**config.mk**
```make
export PLATFORM = sky130hd
export DESIGN_NAME = instr_fetch
export DESIGN_NICKNAME = d
export VERILOG_FILES = /design/src/rtl/instr_fetch.sv
export SDC_FILE = /design/constraint.sdc
export NUM_CORES = 1
export LEC_CHECK = 0
export ABC_AREA = 1
export CAP_MARGIN = 10
export CORE_MARGIN = 2
export CORE_UTILIZATION = 45
export CTS_CLUSTER_SIZE = 30
export DETAILED_ROUTE_END_ITERATION = 7
export GPL_ROUTABILITY_DRIVEN = 0
export HOLD_SLACK_MARGIN = 0.08
export PLACE_DENSITY = 0.67
export SLEW_MARGIN = 20
export SYNTH_ARGS = -nofsm -noshare
export SYNTH_HDL_FRONTEND = slang
export SYNTH_SLANG_ARGS = --single-unit
```
**constraint.sdc**
```tcl
create_clock -name clk -period 2.63 [get_ports clk]
set_input_delay 0.3945 -clock clk [delete_from_list [all_inputs] [get_ports clk]]
set_output_delay 0.3945 -clock clk [all_outputs]
set_load 0.01 [all_outputs]
```
**src/rtl/instr_fetch.sv**
```systemverilog
// Instruction fetch unit: issues sequential reads to a single-cycle-latency RAM
// and buffers the returned words with their addresses in a small FIFO that the
// decoder drains. A redirect flushes the buffer, drops any read still in flight,
// and restarts fetching at the new address.
module instr_fetch #(
    parameter logic [11:0] RESET_PC = 12'h000,
    parameter int          DEPTH    = 2
) (
    input  logic        clk,
    input  logic        rst,
    output logic [11:0] mem_addr,
    output logic        mem_re,
    input  logic [15:0] mem_rdata,
    input  logic        redirect,
    input  logic [11:0] redirect_pc,
    output logic [15:0] instr,
    output logic [11:0] instr_pc,
    output logic        instr_valid,
    input  logic        instr_ready
);

    // DEPTH is limited to 2..4, so two pointer bits and three count bits suffice.
    localparam int PW = (DEPTH > 2) ? 2 : 1;
    localparam int CW = (DEPTH > 3) ? 3 : 2;

    logic [11:0]   fetch_pc;
    logic [15:0]   fifo_data [DEPTH];
    logic [11:0]   fifo_pc   [DEPTH];
    logic [PW-1:0] head;
    logic [PW-1:0] tail;
    logic [CW-1:0] count;
    logic          inflight;
    logic [11:0]   inflight_pc;

    logic          pop;
    logic          push;
    logic          issue;
    logic [CW:0]   occupancy;
    logic [CW:0]   limit;

    function automatic logic [PW-1:0] ptr_inc(input logic [PW-1:0] p);
        if (p == PW'(DEPTH - 1)) begin
            return '0;
        end
        return p + PW'(1);
    endfunction

    assign instr_valid = (count != '0);
    assign instr       = instr_valid ? fifo_data[head] : 16'h0000;
    assign instr_pc    = instr_valid ? fifo_pc[head]   : 12'h000;
    assign mem_addr    = fetch_pc;
    assign mem_re      = issue;

    // Issue only when a buffer slot is guaranteed for the response; the in-flight
    // read already owns one slot, and a pop this cycle frees one.
    always_comb begin
        pop       = instr_valid && instr_ready && !redirect;
        push      = inflight && !redirect;
        occupancy = {1'b0, count} + (CW + 1)'(inflight);
        limit     = (CW + 1)'(DEPTH) + (CW + 1)'(pop);
        issue     = !rst && !redirect && (occupancy < limit);
    end

    // Fetch pointer, in-flight tracking and FIFO bookkeeping.
    always_ff @(posedge clk or posedge rst) begin
        if (rst) begin
            fetch_pc    <= RESET_PC;
            count       <= '0;
            head        <= '0;
            tail        <= '0;
            inflight    <= 1'b0;
            inflight_pc <= 12'h000;
        end else if (redirect) begin
            fetch_pc <= redirect_pc;
            count    <= '0;
            head     <= '0;
            tail     <= '0;
            inflight <= 1'b0;
        end else begin
            inflight <= issue;
            if (issue) begin
                inflight_pc <= fetch_pc;
                fetch_pc    <= fetch_pc + 12'd1;
            end
            if (push) begin
                tail <= ptr_inc(tail);
            end
            if (pop) begin
                head <= ptr_inc(head);
            end
            if (push && !pop) begin
                count <= count + CW'(1);
            end else if (pop && !push) begin
                count <= count - CW'(1);
            end
        end
    end

    // FIFO storage needs no reset: entries are only visible while counted.
    always_ff @(posedge clk) begin
        if (push) begin
            fifo_data[tail] <= mem_rdata;
            fifo_pc[tail]   <= inflight_pc;
        end
    end

endmodule

```
* Word level (Yosys, flattened, before mapping)
Memories as Yosys holds them, arrays and structs flattened.
Cells that the tools add are included.
** Storage, ports and cells
- Register bits after elaboration :: 29
- Bits in writable memories :: 56
- Input port bits :: 32
- Output and inout bits :: 42
- Word-level logic and storage cells :: 58
- Memories kept :: 2
** Memories
- fifo_data :: words 2, width 16, rd ports 1, clocked after Yosys merged registers in 0, write ports 1, RTL line 27 : logic [15:0] fifo_data [DEPTH];
- fifo_pc :: words 2, width 12, rd ports 1, clocked after Yosys merged registers in 0, write ports 1, RTL line 28 : logic [11:0] fifo_pc [DEPTH];
** Cells by class
- Add/sub/neg operators :: 7
- Magnitude comparators :: 1
- Muxes and demuxes :: 24
- Bitwise operators :: 1
- Reduce and logical (&&, ||, !) cells :: 17
** Operators with widths (count)
- $mux 12 :: 3
- $mux 1 :: 17
- $mux 16 :: 1
- $add 12x1->12 const B :: 1
- $reduce_bool 2->1 :: 4
- $logic_and 1x1->1 :: 7
- $mux 2 :: 3
- $logic_not 1->1 :: 4
- $add 2x1->3 :: 1
- $add 2x1->3 const A :: 1
- $lt 3x3->1 :: 1
- $reduce_bool 3->1 :: 1
- $add 1x1->1 const B :: 2
- $add 2x1->2 const B :: 1
- $reduce_and 2->1 :: 1
- $sub 2x1->2 const B :: 1
- $not 1->1 :: 1

* Depth between registers and ports, before layout
- Depth in word-level cells :: 8
- Depth in mapped cells :: 9
- Depth with buffers taken out :: 9

* Worst setup path before layout
OpenSTA, ideal clock, no wires.
- Path type :: in2reg
- Start :: input redirect
- End :: memory fifo_data[0][0], enable pin
- Arrival :: 1.899 ns
- Path slack :: 0.318 ns
- Stages :: 4
- Path buffers :: 1
- Cell sequence :: buf_6 > nor2_1 > inv_1 > nor2_1
** Between the ends
- Longest elaborated chain between the ends :: 4
** RTL lines
- start: declaration :: RTL line 14 : input logic redirect,
- $logic_not 1->1 :: RTL line 58 : push = inflight && !redirect;
- $logic_and 1x1->1 :: RTL line 58
- $mux 1 :: RTL line 101 : if (push) begin
- $mux 1 (implied by the code) :: RTL line 102 : fifo_data[tail] <= mem_rdata;
- end: declaration :: RTL line 27
No other way between the ends.

* Worst setup path in the final report
- Start :: register count[0]
- End :: output mem_re
** Between the ends
- Longest elaborated chain between the ends :: 6
- Elaborated cells between the ends (all ways) :: 7
** RTL lines
- start: declaration :: RTL line 31 : logic [CW-1:0] count;
- start signal: assignment :: RTL line 92 : count <= count + CW'(1);
- start signal: assignment :: RTL line 94 : count <= count - CW'(1);
- $reduce_bool 2->1 :: RTL line 48 : assign instr_valid = (count != '0);
- $logic_and 1x1->1 (2 in a row) :: RTL line 57 : pop = instr_valid && instr_ready && !redirect;
- $add 2x1->3 :: RTL line 60 : limit = (CW + 1)'(DEPTH) + (CW + 1)'(pop);
- $lt 3x3->1 * :: RTL line 61 : issue = !rst && !redirect && (occupancy < limit);
- $logic_and 1x1->1 * :: RTL line 61
- end: declaration :: RTL line 12 : output logic mem_re,
Every way passes the cells marked *; elsewhere a longest branch is shown, timed or not.

==> results.yml <==
layout:
  area_growth_pct: 27.32
  fillers: 701
  fin_nets: 474
  layout.cells.non_filler: 549
  final_layout_size_suffix_gt1_frac: 0.1104
  layout_common_cells: "126 x nand2_1, 73 x clkdlybuf4s50_1, 56 x edfxtp_1, 31 x a21oi_1, 28 x dfrtp_1"
  final_common_cell: "nand2_1"
  n_antenna_cell: 0
clock_tree:
  cts_tree: "yes"
  cts_buffers: 9
  clockBufferDepth: 2
  clkTransAtPathRegs_ps: 80
  cts.sinks: 85
  clock_latency_ps: 340
  cts-root-buf: "clkbuf_8"
  cts.htree.levels: 3
  cts_setup_buffers: 0
job:
  maxCapViolations: 0
synth:
  netlist-cell-type-count: 26
  yosysWarnings: 0
  ys_seq_area_frac: 0.6426
  synthCells: 362
  syn-num-nets: 397
  ys_seq_elements: 85
  syn_area_um2: 3746
  avgSynthCellArea_um2: 10.35
sta:
  fmax_mhz: 402.0
  report.final.slew_viol_count: 0
  setup_viol: 0
  relSlewSlack: 0.6622
  hold_slack_ps: 472.9
  fin_skew_ps: 7.194
  period_needed_ps: 2487
  hold_viol: 0
  min_period_over_period: 0.9458
  max_slew.worst_pin.slew_ps: 506.1
  rsz0062_at_grt: "no"
  tns_ps: 0
global_routing:
  grt_use_total: 0.1750
  grt_pass1_wl_um: 12190
  grt-ovfl-total: 0
  antenna_found_initial: 0
  grt_pass1_vias: 2655
  grt_max_degree: 30
power:
  switching_share: 0.2806
  p_seq_frac: 0.512
  powerDensity_nw_per_um2: 685.7
  switching_power_mw: 0.9175
  p_comb_frac: 0.225
  p_int_mw: 2.353
  clkPwrFrac: 0.263
  leakagePower_nw: 1.895
  peakVddDrop_mv: 0.2773
floorplanning:
  floorplan.initialDensity: 0.4605
  die_w_um: 95.24
  row_count: 33
  design.die.area_um2: 9071
  num_io_pins: 74
  fp.coreArea_um2: 8134
  die_h_um: 95.24
route:
  post_drt_wl_per_cell_um: 13.10
  final_antenna_net_count: 0
  viasPerCell: 4.960
  drt-pass1-iter-count: 4
  drt-total-wl_um: 7190
  drtIter0Drc: 69
  drc: 0
  vias: 2723
critical_path:
  reg2reg_slack_ps: 770
  critPathKind: "reg -> out"
  critical_path_peak_fanout: 4
  cp.arrival_ps: 2090
  required_ps: 2240
  endpoint_kind: "output port"
  r2r-end: "mem_addr[8]"
  regToRegStartpoint: "count[0]"
  crit_path_end: "mem_re"
  start_kind: "register"
  reg2reg_depth: 7
  startpoint: "count[0]"
status:
  outcome: "completed"
placement:
  placedCellCount: 533
  dp_hpwl_um: 4926
  port_buffers: 73
hold_path:
  min_path_type: "reg -> reg"
==> power groups by stage <==
stage          logic [mW]  clock network [mW]  registers, mW
2_1_floorplan       0.403                   0           1.68
3_3_place_gp        0.731                   0           1.70
3_5_place_dp        0.743                   0           1.70
4_1_cts             0.748               0.890           1.68
5_1_grt             0.819               0.940           1.70
6_report            0.735               0.860           1.68
==> area by class of cell <==
class	instances	area, um^2	area share
multi-input combinational	236	1157	0.2427
inverter	26	97.59	0.02046
sequential	85	2409	0.5050
clock buffer	12	135.1	0.02833
timing repair buffer	81	790.8	0.1658
tap	105	131.4	0.02754
clock inverter	4	48.80	0.01023
==> layer usage <==
layer  global-route usage  routed length, um
met5                    0                  0
met3              0.03557                421
met2               0.2981               3424
met4              0.06643                117
met1               0.2203               3225
==> synthesized netlist by cell type <==
master	instances	area, um^2
nor2_2	1	6.260
buf_2	2	10.01
a21oi_1	31	155.2
nand2_4	1	11.26
nand3_1	26	130.1
buf_1	2	7.510
nand3_4	1	17.52
ha_1	3	37.54
o21ai_0	9	45.04
buf_4	2	15.01
xor2_1	1	8.760
inv_1	22	82.58
inv_2	4	15.01
a21oi_4	1	16.27
nand2_1	126	473.0
nand3_2	5	50.05
nand4_1	5	31.28
nor3_4	1	16.27
buf_6	3	33.78
dfrtp_1	29	725.7
nand2_2	2	12.51
edfxtp_1	56	1682
o21ai_2	10	87.58
clkbuf_1	6	22.52
nor2_1	12	45.04
xnor2_1	1	8.760
==> state kept, by name (all words and copies together), names as in the netlist <==
signal / cells
count: 2
fifo_data: 32
fifo_pc: 24
head: 1
inflight: 1
inflight_pc: 12
mem_addr: 12
tail: 1
==> what timing repair did <==
action,in CTS,in global routing
hold buffers,0,0
gates resized for setup,0,1
endpoints found under the setup margin,0,1
==> cells by family after synthesis <==
kind of cell    count (synthesis)  share of synthesized area
simple gates                  180                     0.2118
buf+inv                        41                    0.04976
fa+ha+maj                       3                    0.01002
xor+xnor                        2                   0.004677
compound gates                 51                    0.08116
flops                          85                     0.6426
==> through the flow <==
stage / cell area [um^2] / power (mW) / setup WS, ps / util
after floorplan: 3746 / 2.086 / 317.6 / -
after global routing: 4770 / 3.457 / 7.810 / 0.5864
after CTS: 4768 / 3.314 / 104.1 / 0.5862
final: 4770 / 3.270 / 142.6 / 0.5864
after global placement: 4584 / 2.428 / 416.3 / 0.5636
after detailed placement: 4584 / 2.446 / 415.1 / 0.5636
==> critical path: stages, from the launching register on <==
cell and delay (ps):
dfrtp_1 430, ha_1 220, ha_1 210, nor3_4 160, inv_2 70, a21oi_1 110
clkdlybuf4s50_1 550
==> worst min path at each step <==
stage / endpoint / from / slack, ps / cells after the start
after CTS: fifo_pc[0][4] / inflight_pc[4] / 480 / 0
after global routing: fifo_pc[0][2] / inflight_pc[2] / 490 / 0
after floorplan: fifo_pc[0][0] / inflight_pc[0] / 440 / 0
after global placement: fifo_pc[0][3] / inflight_pc[3] / 450 / 0
final: fifo_pc[0][4] / inflight_pc[4] / 470 / 0
after detailed placement: fifo_pc[1][10] / inflight_pc[10] / 450 / 0
(Power assumes the default switching activity.)
